<file path="config.mk">
export PLATFORM = sky130hd
export DESIGN_NAME = duty_step_sequencer
export DESIGN_NICKNAME = d
export VERILOG_FILES = /design/src/rtl/duty_step_sequencer_pkg.sv /design/src/rtl/duty_step_sequencer_step_pulse_timer.sv /design/src/rtl/duty_step_sequencer.sv
export SDC_FILE = /design/constraint.sdc
export NUM_CORES = 1
export LEC_CHECK = 0
export ABC_AREA = 1
export BUFFER_PORTS_ARGS = -buffer_cell sky130_fd_sc_hd__buf_2
export CAP_MARGIN = 20
export CORE_UTILIZATION = 55
export CTS_CLUSTER_SIZE = 10
export DETAILED_ROUTE_END_ITERATION = 12
export PLACE_DENSITY_LB_ADDON = 0.08
export SETUP_SLACK_MARGIN = 0.1
export SLEW_MARGIN = 10
export SYNTH_ARGS = -nofsm -noshare
export SYNTH_HDL_FRONTEND = slang
export SYNTH_HIERARCHICAL = 1
export SYNTH_SLANG_ARGS = --single-unit
</file>
<file path="constraint.sdc">
create_clock -name clk -period 3.02 [get_ports clk]
set_clock_uncertainty 0.15 [all_clocks]
set_input_delay 0.302 -clock clk [delete_from_list [all_inputs] [get_ports clk]]
set_output_delay 0.302 -clock clk [all_outputs]
set_load 0.01 [all_outputs]
</file>
<file path="src/rtl/duty_step_sequencer_pkg.sv">
// ---------------------------------------------------------------------------
// pwm_pkg
// Shared definitions for the duty step sequencer that drives the PWM
// generator's increase_duty / decrease_duty inputs.
//   DUTY_W        duty width, matches the PWM generator counter
//   HOME_DUTY     generator power-up duty, also the shadow duty after reset
//   DUTY_MAX      highest duty that may ever be requested
//   STEP_HIGH_CYC cycles each step pulse is held high
//   STEP_LOW_CYC  low cycles after each step pulse
//   HOLD_CYC      dwell at target before the automatic return
//   seq_state_t   sequencer state encoding
//   step_dir_t    direction of a single duty step
// ---------------------------------------------------------------------------
package pwm_pkg;

    localparam int DUTY_W        = 5;
    localparam int HOME_DUTY     = 5;
    localparam int DUTY_MAX      = 31;
    localparam int STEP_HIGH_CYC = 4;
    localparam int STEP_LOW_CYC  = 4;
    localparam int HOLD_CYC      = 16;

    typedef enum logic [2:0] {
        S_IDLE,
        S_PULSE,
        S_GAP,
        S_HOLD,
        S_RETURN_PULSE,
        S_RETURN_GAP,
        S_FINISH
    } seq_state_t;

    typedef enum logic [1:0] {
        DIR_NONE,
        DIR_UP,
        DIR_DOWN
    } step_dir_t;

    // Largest of three cycle counts; sizes the shared phase timer.
    function automatic int max3(input int a, input int b, input int c);
        int m;
        m = (a > b) ? a : b;
        return (m > c) ? m : c;
    endfunction

endpackage

</file>
<file path="src/rtl/duty_step_sequencer_step_pulse_timer.sv">
// ---------------------------------------------------------------------------
// step_pulse_timer
// Loadable down-counter shared by all timed sequencer phases. Loading N-1
// makes phase_last assert on the N-th cycle of the phase.
//   clk        system clock
//   reset      asynchronous, active-high reset
//   load       load load_val this cycle (takes priority over counting)
//   load_val   phase length minus one
//   phase_last high during the final cycle of the current phase
// ---------------------------------------------------------------------------
module step_pulse_timer #(
    parameter int CNT_W = 8
) (
    input  logic             clk,
    input  logic             reset,
    input  logic             load,
    input  logic [CNT_W-1:0] load_val,
    output logic             phase_last
);

    logic [CNT_W-1:0] count_reg;

    always_ff @(posedge clk or posedge reset) begin
        if (reset) begin
            count_reg <= '0;
        end else if (load) begin
            count_reg <= load_val;
        end else if (count_reg != '0) begin
            count_reg <= count_reg - 1'b1;
        end
    end

    assign phase_last = (count_reg == '0);

endmodule

</file>
<file path="src/rtl/duty_step_sequencer.sv">
// ---------------------------------------------------------------------------
// duty_step_sequencer
// Accepts a target duty over a valid/ready handshake and walks the PWM
// generator duty to it, one spaced increase/decrease pulse per unit step,
// slow enough for the generator's debouncer to see every pulse exactly once.
// Keeps a shadow copy of the generator duty in cur_duty.
//
// Optional feature: define DISPENSE_AUTO_RETURN_EN to dwell HOLD_CYC cycles
// at the target and then step back to HOME_DUTY before signalling done.
//
// Ports
//   clk            system clock
//   reset          asynchronous, active-high reset
//   req_valid      new target duty offered
//   req_duty       target duty, sampled when req_valid & req_ready
//   req_ready      high only while idle
//   increase_duty  registered step-up pulse to the PWM generator
//   decrease_duty  registered step-down pulse to the PWM generator
//   cur_duty       shadow of the generator duty
//   busy           high in every state except idle
//   done           one-cycle pulse when the sequence completes
// ---------------------------------------------------------------------------
module duty_step_sequencer
    import pwm_pkg::*;
#(
    parameter int DW       = DUTY_W,
    parameter int HOME     = HOME_DUTY,
    parameter int DMAX     = DUTY_MAX,
    parameter int HIGH_CYC = STEP_HIGH_CYC,
    parameter int LOW_CYC  = STEP_LOW_CYC,
    parameter int DWELL    = HOLD_CYC
) (
    input  logic          clk,
    input  logic          reset,
    input  logic          req_valid,
    input  logic [DW-1:0] req_duty,
    output logic          req_ready,
    output logic          increase_duty,
    output logic          decrease_duty,
    output logic [DW-1:0] cur_duty,
    output logic          busy,
    output logic          done
);

    localparam int TMR_W = $clog2(max3(HIGH_CYC, LOW_CYC, DWELL) + 1);

    localparam logic [TMR_W-1:0] HIGH_LOAD = TMR_W'(HIGH_CYC - 1);
    localparam logic [TMR_W-1:0] LOW_LOAD  = TMR_W'(LOW_CYC - 1);
    localparam logic [TMR_W-1:0] HOLD_LOAD = TMR_W'(DWELL - 1);
    localparam logic [DW-1:0]    HOME_VAL  = DW'(HOME);
    localparam logic [DW-1:0]    MAX_VAL   = DW'(DMAX);

    seq_state_t       state_reg;
    logic [DW-1:0]    tgt_reg;
    logic [DW-1:0]    cur_duty_reg;
    logic             inc_reg;
    logic             dec_reg;
    logic             done_reg;
    logic             ready_reg;
    logic             busy_reg;

    logic [DW-1:0]    req_clamped;
    logic             accept;
    logic             tmr_load;
    logic [TMR_W-1:0] tmr_val;
    logic             phase_last;
    step_dir_t        dir_tgt;
    step_dir_t        dir_home;

    assign req_clamped = (req_duty > MAX_VAL) ? MAX_VAL : req_duty;
    assign accept      = req_valid && ready_reg;

    // Direction of the next step towards the latched target or towards home.
    assign dir_tgt  = (tgt_reg > cur_duty_reg)  ? DIR_UP :
                      (tgt_reg < cur_duty_reg)  ? DIR_DOWN : DIR_NONE;
    assign dir_home = (HOME_VAL > cur_duty_reg) ? DIR_UP :
                      (HOME_VAL < cur_duty_reg) ? DIR_DOWN : DIR_NONE;

    // Apply the step of the pulse that is just ending. The bounds guard
    // keeps the shadow from wrapping even if the direction were wrong.
    function automatic logic [DW-1:0] stepped(input logic [DW-1:0] cur,
                                              input logic up,
                                              input logic down);
        logic [DW-1:0] nxt;
        nxt = cur;
        if (up && (cur < MAX_VAL)) begin
            nxt = cur + 1'b1;
        end else if (down && (cur != '0)) begin
            nxt = cur - 1'b1;
        end
        return nxt;
    endfunction

    // The timer reloads on every phase boundary; the load value is the
    // length of the phase being entered. Reloading on the way to FINISH is
    // harmless because FINISH is untimed.
    always_comb begin
        tmr_load = 1'b0;
        tmr_val  = HIGH_LOAD;
        case (state_reg)
            S_IDLE: begin
                tmr_load = accept;
`ifdef DISPENSE_AUTO_RETURN_EN
                tmr_val  = (req_clamped == cur_duty_reg) ? HOLD_LOAD : HIGH_LOAD;
`else
                tmr_val  = HIGH_LOAD;
`endif
            end
            S_PULSE, S_RETURN_PULSE: begin
                tmr_load = phase_last;
                tmr_val  = LOW_LOAD;
            end
            S_GAP: begin
                tmr_load = phase_last;
`ifdef DISPENSE_AUTO_RETURN_EN
                tmr_val  = (cur_duty_reg != tgt_reg) ? HIGH_LOAD : HOLD_LOAD;
`else
                tmr_val  = HIGH_LOAD;
`endif
            end
            S_HOLD, S_RETURN_GAP: begin
                tmr_load = phase_last;
                tmr_val  = HIGH_LOAD;
            end
            default: begin
                tmr_load = 1'b0;
                tmr_val  = HIGH_LOAD;
            end
        endcase
    end

    step_pulse_timer #(
        .CNT_W (TMR_W)
    ) u_timer (
        .clk        (clk),
        .reset      (reset),
        .load       (tmr_load),
        .load_val   (tmr_val),
        .phase_last (phase_last)
    );

    always_ff @(posedge clk or posedge reset) begin
        if (reset) begin
            state_reg    <= S_IDLE;
            tgt_reg      <= HOME_VAL;
            cur_duty_reg <= HOME_VAL;
            inc_reg      <= 1'b0;
            dec_reg      <= 1'b0;
            done_reg     <= 1'b0;
            ready_reg    <= 1'b1;
            busy_reg     <= 1'b0;
        end else begin
            case (state_reg)
                S_IDLE: begin
                    done_reg <= 1'b0;
                    if (accept) begin
                        tgt_reg   <= req_clamped;
                        ready_reg <= 1'b0;
                        busy_reg  <= 1'b1;
                        if (req_clamped == cur_duty_reg) begin
`ifdef DISPENSE_AUTO_RETURN_EN
                            // The dwell runs even when no movement is needed.
                            state_reg <= S_HOLD;
`else
                            state_reg <= S_FINISH;
                            done_reg  <= 1'b1;
`endif
                        end else begin
                            state_reg <= S_PULSE;
                            inc_reg   <= (req_clamped > cur_duty_reg);
                            dec_reg   <= (req_clamped < cur_duty_reg);
                        end
                    end
                end

                S_PULSE: begin
                    if (phase_last) begin
                        cur_duty_reg <= stepped(cur_duty_reg, inc_reg, dec_reg);
                        inc_reg      <= 1'b0;
                        dec_reg      <= 1'b0;
                        state_reg    <= S_GAP;
                    end
                end

                S_GAP: begin
                    if (phase_last) begin
                        if (dir_tgt != DIR_NONE) begin
                            state_reg <= S_PULSE;
                            inc_reg   <= (dir_tgt == DIR_UP);
                            dec_reg   <= (dir_tgt == DIR_DOWN);
                        end else begin
`ifdef DISPENSE_AUTO_RETURN_EN
                            state_reg <= S_HOLD;
`else
                            state_reg <= S_FINISH;
                            done_reg  <= 1'b1;
`endif
                        end
                    end
                end

`ifdef DISPENSE_AUTO_RETURN_EN
                S_HOLD: begin
                    if (phase_last) begin
                        if (dir_home != DIR_NONE) begin
                            state_reg <= S_RETURN_PULSE;
                            inc_reg   <= (dir_home == DIR_UP);
                            dec_reg   <= (dir_home == DIR_DOWN);
                        end else begin
                            state_reg <= S_FINISH;
                            done_reg  <= 1'b1;
                        end
                    end
                end

                S_RETURN_PULSE: begin
                    if (phase_last) begin
                        cur_duty_reg <= stepped(cur_duty_reg, inc_reg, dec_reg);
                        inc_reg      <= 1'b0;
                        dec_reg      <= 1'b0;
                        state_reg    <= S_RETURN_GAP;
                    end
                end

                S_RETURN_GAP: begin
                    if (phase_last) begin
                        if (dir_home != DIR_NONE) begin
                            state_reg <= S_RETURN_PULSE;
                            inc_reg   <= (dir_home == DIR_UP);
                            dec_reg   <= (dir_home == DIR_DOWN);
                        end else begin
                            state_reg <= S_FINISH;
                            done_reg  <= 1'b1;
                        end
                    end
                end
`endif

                S_FINISH: begin
                    done_reg  <= 1'b0;
                    busy_reg  <= 1'b0;
                    ready_reg <= 1'b1;
                    state_reg <= S_IDLE;
                end

                default: begin
                    state_reg <= S_IDLE;
                    inc_reg   <= 1'b0;
                    dec_reg   <= 1'b0;
                    done_reg  <= 1'b0;
                    busy_reg  <= 1'b0;
                    ready_reg <= 1'b1;
                end
            endcase
        end
    end

    assign req_ready     = ready_reg;
    assign increase_duty = inc_reg;
    assign decrease_duty = dec_reg;
    assign cur_duty      = cur_duty_reg;
    assign busy          = busy_reg;
    assign done          = done_reg;

endmodule

</file>
# == Word level (Yosys, flattened, before mapping) ==
# Cells that the tools add are included.
# classes
add_sub_neg,3
bitwise_logic,3
eq_ne,15
muxes,34
order_cmp,6
n_reduce_logical,18
# op_table
operator,n
5-bit 2-to-1 mux,5
1-bit 2-to-1 mux,15
3-bit 2-to-1 mux,5
"2-bit inequality test, second input constant",6
5-bit > comparator,2
5-bit < comparator,2
5-bit nonzero test,2
"5-bit by 1-bit subtractor with 5-bit output, second input constant",2
"3-bit == test, second input constant",3
3-bit case mux with 3 select lines,1
3-bit AND reduction,3
1-bit case mux with 4 select lines,2
"3-bit by 2-bit == test with 1-bit output, second input constant",2
1-bit case mux with 2 select lines,3
6-bit AND reduction,1
2-bit nonzero test,3
"5-bit by 1-bit adder with 5-bit output, second input constant",1
5-bit == test,1
"5-bit > comparator, second input constant",1
5-bit logical NOT,1
"5-bit < comparator, second input constant",1
5-bit OR reduction,1
2-bit 2-to-1 mux,2
2-bit AND reduction,2
other kinds (8),12
# totals
regBits,23
output_inout_bits,10
elab_cells,88
input_bits,8

# == Longest topological paths before layout ==
# Gate-level depths: netlist of the first run.
# depth
ltp_word,7
depth_mapped,13
depth_no_buf,13

# == Hierarchy ==
# The synthesis of the first run kept the hierarchy.
# modules_own_cells
module,cells_each,n_inst,area_per_inst_um2,seq_area_each_um2
duty_step_sequencer,179,1,1312.5,456.7
step_pulse_timer,40,1,294.0,125.1

# == Least setup slack after synthesis of the first run ==
# No wires, ideal clock.
# synth_path
kind,register to register
start,"register cur_duty_reg[0], in the netlist cur_duty[0]"
end,"register cur_duty_reg[4], in the netlist cur_duty[4]"
stages_incl_launch_ff,14
n_path_buf,0
arrival_time_ps,1768
t_required_ps,2753
synth_period_minus_slack_ps,2035
setup_time_ps,117
setup_slack_ps,985
cell_sequence,dfstp_2 > nand2_1 > inv_1 > nand2_1 > nand2_1 > ha_1 > a21oi_1 > nand2_1 > nand2_1 > nand2_1 > inv_1 > nand2_1 > nand2_1 > nand2_1
# synth_between
elab_chain_len,4
word_cells_on_any_way,10
cone_classes,add/sub: 2; order compare: 1; mux: 2; reduce/logical: 5
# synth_rtl
element,line,text
start: declaration,duty_step_sequencer.sv:55,logic [DW-1:0] cur_duty_reg;
start signal: assignment,duty_step_sequencer.sv:178,"cur_duty_reg <= stepped(cur_duty_reg, inc_reg, dec_reg);"
5-bit < comparator or 5-bit nonzero test (tied branches),"duty_step_sequencer.sv:86, duty_step_sequencer.sv:88",
"1-bit logical AND, on equally long branches","duty_step_sequencer.sv:86, duty_step_sequencer.sv:88",
2-bit nonzero test (no source line),n/a,
3-bit AND reduction (no source line),n/a,
# Parallel ways exist; a longest one is shown, timed or not. The select of a mux whose other input is x is not followed.
# A chain may end at the register's enable or synchronous reset.

# == Worst setup path after layout of the first run ==
# Ends and elaborated chain as after synthesis.

==> metrics, run 1 <==
Sw Share=49.1%; later-pin clock latency in the skew report=0.31 ns; Die Ht=56.0 um; area of the die=0.00314 sq mm; DR pass1 iterations=4; post-CTS setup buffers=0; grt ovf=0; reg2reg path depth=13; Leakage=0.977 nW; maxcap violations=0; area delta synth->final=9.81%; Remaining DRCs=0; vias in the first global route=1,308; CP required=3.08 ns; Post-Synthesis Cells=219; Syn Area/Cell=7.34 sq um; clk sinks=23; Die W=56.0 um; fin util=64.0%; Core Area=0.00276 sq mm; initial antenna violation count=0; ANT nets after route=0; row count=19; RSZ-0062 raised after global routing=false; Reg2Reg Setup Slack=0.75 ns; largest net degree at the start of global routing=19; H-tree depth=1; RR Endpoint=cur_duty[4]; Seq/Total Area, Yosys=36.2%; CP endpoint kind=flop; Routed WL=3230 um; routability cong.=0.899; DRT iter0 DRCs=54; Clk pin slew, worst setup/hold paths=0.13 ns; GRT Total Usage=22.1%; Max transition margin=51.0%; reg-to-reg startpoint=cur_duty[0]; layout cells sized above 1=16.7%; crit start category=flop; ant diodes=0; I/O Buffers=17; count of final hold-check violations=0; Sum Neg Setup Slack=0 ns; Worst-Margin Slew=0.734 ns; Setup-failing EPs final=0; WHS Endpoint=tgt_reg[4]; I/O pin count=18; hpwl dp=2500 um; Wirelength per Cell=11.9 um; CTS max path bufs=2; cell area after synthesis=0.00161 sq mm; hold wc startpoint=req_duty[4]; Hold Path Class=in2reg; Final Max Slew Viols=0; critical path class=reg2reg; Int Pwr=0.993 mW; Hold Path Stages=2; Hold WS=0.0874 ns; Synth Register Bits=23; Post-CTS Hold Fix Bufs=1; first-pass GRT wire length=5550 um; P_sw=0.959 mW; DR vias/cell=5.18; PD cells=1110 mW/mm^2; crit path DAT=2.34 ns; Fmax=440 MHz; share of power burned in registers=31.0%; fin nets=264; via count=1,403; cts bufs inserted=3; Initial Util=58.3%; IR drop worst, VDD=0.645 mV; status=finished clean; clock power share=7.5%; combinational power share=61.5%; crit-path max FO=8; min cycle time layout=2.27 ns; TritonCTS clock tree=built; synth warn=6; Unique masters post-synth=24; root buffer cell=clkbuf_4; Period Utilization, post-route=75.2%; Post-CTS Resized=0
cells by family after synthesis:
kind of cell | count (synthesis) | share of synthesized area, %
simple gates | 110 | 29.7
buf+inv | 37 | 8.64
compound gates | 24 | 7.87
flops | 23 | 36.2
fa+ha+maj | 15 | 12.1
xor+xnor | 4 | 2.18
mux | 4 | 2.80
other cells | 2 | 0.467
layer usage:
| layer | up-vias | GRT usage, % | part of all wire (%) |
|---|---|---|---|
| li1 | 728 | - | - |
| met3 | 2 | 2.09 | 3.3 |
| met1 | 642 | 29.7 | 48 |
| met4 | 0 | 4.88 | 0.53 |
| met2 | 31 | 38.6 | 48 |
| met5 | - | 0 | 0 |
metrics by stage:
step                cell area [sq um]  cells  setup WS, ns  power, mW
finish                           1760    271         0.748       1.95
global route                     1760    271         0.573       2.17
CTS                              1760    271         0.787       1.95
detailed placement               1730    266         0.803       1.80
global placement                 1730    266         0.945       1.74
floorplan                        1620    222         0.985       1.51
cells in the mapped netlist (all sizes together):
master,n,area [sq um]
clkbuf,4,15.0
dfrtp,18,450
o21ai,15,75.1
ha,14,175
dfstp,5,131
mux2,4,45.0
fa,1,20.0
nor2,14,60.1
nand4,5,37.5
o21bai,1,7.51
nand2,77,294
xnor2,4,35.0
nand3,13,77.6
nand3b,1,7.51
inv,33,124
a21oi,8,43.8
conb,2,7.51
cell type report:
cell class                 instances  area, sq um
clock buffer                       3         22.5
multi-input combinational        162          897
clock inverter                     1         5.00
tap                               31         38.8
timing repair buffer              18         95.1
sequential                        23          582
fill                             251          993
inverter                          33          124
power groups by stage:
| stage | logic [mW] | registers [mW] | clock network, mW |
|---|---|---|---|
| after floorplan | 0.897 | 0.613 | 0 |
| after global placement | 1.14 | 0.600 | 0 |
| after detailed placement | 1.19 | 0.612 | 0 |
| after CTS | 1.20 | 0.605 | 0.151 |
| after global routing | 1.39 | 0.621 | 0.160 |
| final | 1.20 | 0.605 | 0.147 |
worst max-delay path: stages (launching register included):
cell	delay (ns)
dfstp_2	0.66
nand2_1	0.07
inv_1	0.06
nand2_1	0.07
nand2_1	0.22
ha_1	0.33
a21oi_1	0.22
nand2_1	0.07
nand2_1	0.07
nand2_1	0.06
inv_1	0.06
nand2_1	0.05
nand2_1	0.06
nand2_1	0.04
layout by cell type (no fill, tap or decap):
cell,count
fa_1,1
nand3_1,12
mux2_2,4
buf_2,17
ha_1,14
a21oi_2,1
xnor2_1,4
o21ai_1,2
inv_1,31
nand2_2,2
o21bai_1,1
nand4_2,1
clkbuf_4,3
inv_2,2
dlygate4sd3_1,1
nor2_1,11
nor2_2,3
dfstp_2,5
nand3b_1,1
conb_1,5
nand3_4,1
nand2_1,75
dfrtp_1,18
nand4_1,4
clkinv_2,1
o21ai_0,13
a21oi_1,7
worst max path at each step:
| stage | start | to | slack [ns] | depth (start not counted) |
|---|---|---|---|---|
| 3_3_place_gp | cur_duty[0] | cur_duty[4] | 0.95 | 13 |
| 3_5_place_dp | cur_duty[0] | cur_duty[4] | 0.80 | 13 |
| 4_1_cts | cur_duty[0] | cur_duty[4] | 0.79 | 13 |
| 2_1_floorplan | cur_duty[0] | cur_duty[4] | 0.99 | 13 |
| 6_report | cur_duty[0] | cur_duty[4] | 0.75 | 13 |
| 5_1_grt | cur_duty[0] | cur_duty[4] | 0.57 | 13 |
No activity file was read; power rests on OpenSTA's default activity.
==> run 2, diff against run 1 <==
clock period = 2.18 ns   (was 3.02 ns; I/O delays follow)
==> run 2 against run 1 <==
Against the previous run: clock power is 40% higher; register-to-register slack worse by 0.56 ns; setup slack worse by 0.56 ns; critical path depth down 3; core utilization up 4.2 points; wire length rose by 5.9%; combinational power grew 52%; clock-buffer cell count did not move; flip-flop and latch count unchanged; largest cell class unchanged; highest routed layer unchanged.
==> metrics, run 2 (synthesized netlist as in run 1, its figures left out) <==
PD cells=1520 mW/mm^2 (+38%); crit start category=flop; DRT iter0 DRCs=35 (-35%); DR pass1 iterations=4 (unchanged); via count=1,436 (+2.4%); area delta synth->final=17.1%; Period Utilization, post-route=91.6% (+16 points); hpwl dp=2590 um (+3.7%); first-pass GRT wire length=5880 um (+5.8%); DR vias/cell=5.15 (-0.58%); crit path DAT=2.08 ns (-0.26 ns); Max transition margin=50.3% (-0.72 points); Final Max Slew Viols=0 (unchanged); status=finished clean; multi-input logic area=941 sq um (+4.9%); later-pin clock latency in the skew report=0.32 ns (about the same); Clk pin slew, worst setup/hold paths=0.13 ns (about the same); largest net degree at the start of global routing=19 (unchanged); CTS max path bufs=2 (unchanged); crit-path max FO=4 (-4); Die Ht=56.0 um (unchanged); final setup margin=0.184 ns (-0.564 ns); Fmax=501 MHz (+14%); fin nets=272 (+3.0%); reg-to-reg startpoint=cur_duty[2]; critical path class=reg2reg; Reg area=584 sq um (+0.43%); Routed WL=3420 um (+5.9%); I/O pin count=18 (unchanged); GRT Total Usage=23.6% (+1.6 points); Setup-failing EPs final=0 (unchanged); fillers=234 (-6.8%); grt ovf=0 (unchanged); Worst-Margin Slew=0.745 ns (+0.0108 ns); area of the die=0.00314 sq mm (unchanged); Post-Place Setup Slack=0.115 ns (-0.688 ns); met2 Resource Use GR=38.6% (unchanged); met1 Use GR=32.4% (+2.8 points); Sum Neg Setup Slack=0 ns (unchanged); maxcap violations=0 (unchanged); row count=19 (unchanged); Leakage=1.01 nW (+3.4%); TritonCTS clock tree=built; Core Area=0.00276 sq mm (unchanged); root buffer cell=clkbuf_4; initial antenna violation count=0 (unchanged); ant diodes=0 (unchanged); commonest non-fill, non-tap cell in the layout=nand2_1; vias in the first global route=1,359 (+3.9%); Hold Path Class=in2reg; most frequent cells in the layout=74 x nand2_1, 30 x inv_1, 17 x buf_2; RSZ-0062 raised after global routing=true; I/O Buffers=17 (unchanged); crit path from=cur_duty[2]; hold wc startpoint=req_duty[3]; CP endpoint kind=flop; Wirelength per Cell=12.2 um (+2.9%); CP required=2.27 ns (-0.81 ns); routability cong.=0.850 (-5.4%); H-tree depth=1 (unchanged); Die W=56.0 um (unchanged); min cycle time layout=2.00 ns (-0.276 ns); Initial Util=58.3% (unchanged); clk sinks=23 (unchanged); Remaining DRCs=0 (unchanged); ANT nets after route=0 (unchanged); met3 global-route usage=2.33% (+0.23 points); IR drop worst, VDD=1.02 mV (+57%); count of final hold-check violations=0 (unchanged); layout cells sized above 1=21.8% (+5.1 points); Most Used Layer, Global Route=met2; cts bufs inserted=3 (unchanged)
-- run 2: cell types whose count changed in the layout (fill, tap and decap cells not counted), sizes merged --
cell and change:
dlygate4sd3 +4, buf +4
-- run 2: cell type report --
class | count | area share [%]
clock buffers | 3 | 1.20
multi-input cells | 162 | 50.0
flip-flops and latches | 23 | 31.1
repair buffers | 26 | 8.78
clock inverters | 1 | 0.266
inverters | 33 | 6.59
well taps | 31 | 2.06
-- run 2: through the flow --
stage / util [%] / cell area [sq um] / power, mW / instances / hold slack (ns)
final: 68.2 / 1880 / 2.86 / 279 / 0.00937
after global placement: 63.2 / 1740 / 2.44 / 268 / -0.0187
after CTS: 66.1 / 1820 / 2.74 / 277 / 0.00219
after global routing: 68.2 / 1880 / 3.21 / 279 / 0.0152
after detailed placement: 63.2 / 1740 / 2.52 / 268 / -0.00816
after floorplan: - / 1620 / 2.09 / 222 / -0.153
-- run 2: path summary, 6_finish.rpt --
path | endpoint | slack [ns] | cells past startpoint
min in group asynchronous | u_timer/count_reg[2] | 0.18 | 3
min | tgt_reg[3] | 0.009 | 2
max in group asynchronous | cur_duty[3] | 0.95 | 3
max reg2reg | cur_duty[3] | 0.18 | 10
max | cur_duty[3] | 0.18 | 10
min reg2reg | done | 0.34 | 2
-- run 2: where the power goes --
group / internal (mW) / switching, mW / total, mW / leakage, nW
Clock: 0.0686 / 0.137 / 0.206 / 0.0177
Sequential: 0.661 / 0.172 / 0.834 / 0.278
Combinational: 0.751 / 1.07 / 1.82 / 0.714
-- run 2: what timing repair did --
item                                   CTS  global route
hold buffers                             5             0
pin swaps                                0             0
setup endpoints to repair                1             9
endpoints found under the hold margin   22             0
resized for setup                        1            10
buffers inserted                         0             2
-- run 2: per-layer routing --
metal  part of all wire, %  wire [um]
met5                     0          0
met4                   1.7         57
met3                   2.7         92
met2                    49       1680
met1                    46       1580
-- run 2: critical path: stages, from the launching register on --
cell,delay [ns]
dfstp_2,0.58
nand2_1,0.05
nor2_1,0.09
nand2_1,0.12
nand2_4,0.13
buf_4,0.15
ha_1,0.23
nand3_1,0.08
nand2_1,0.06
xnor2_1,0.12
o21ai_0,0.15
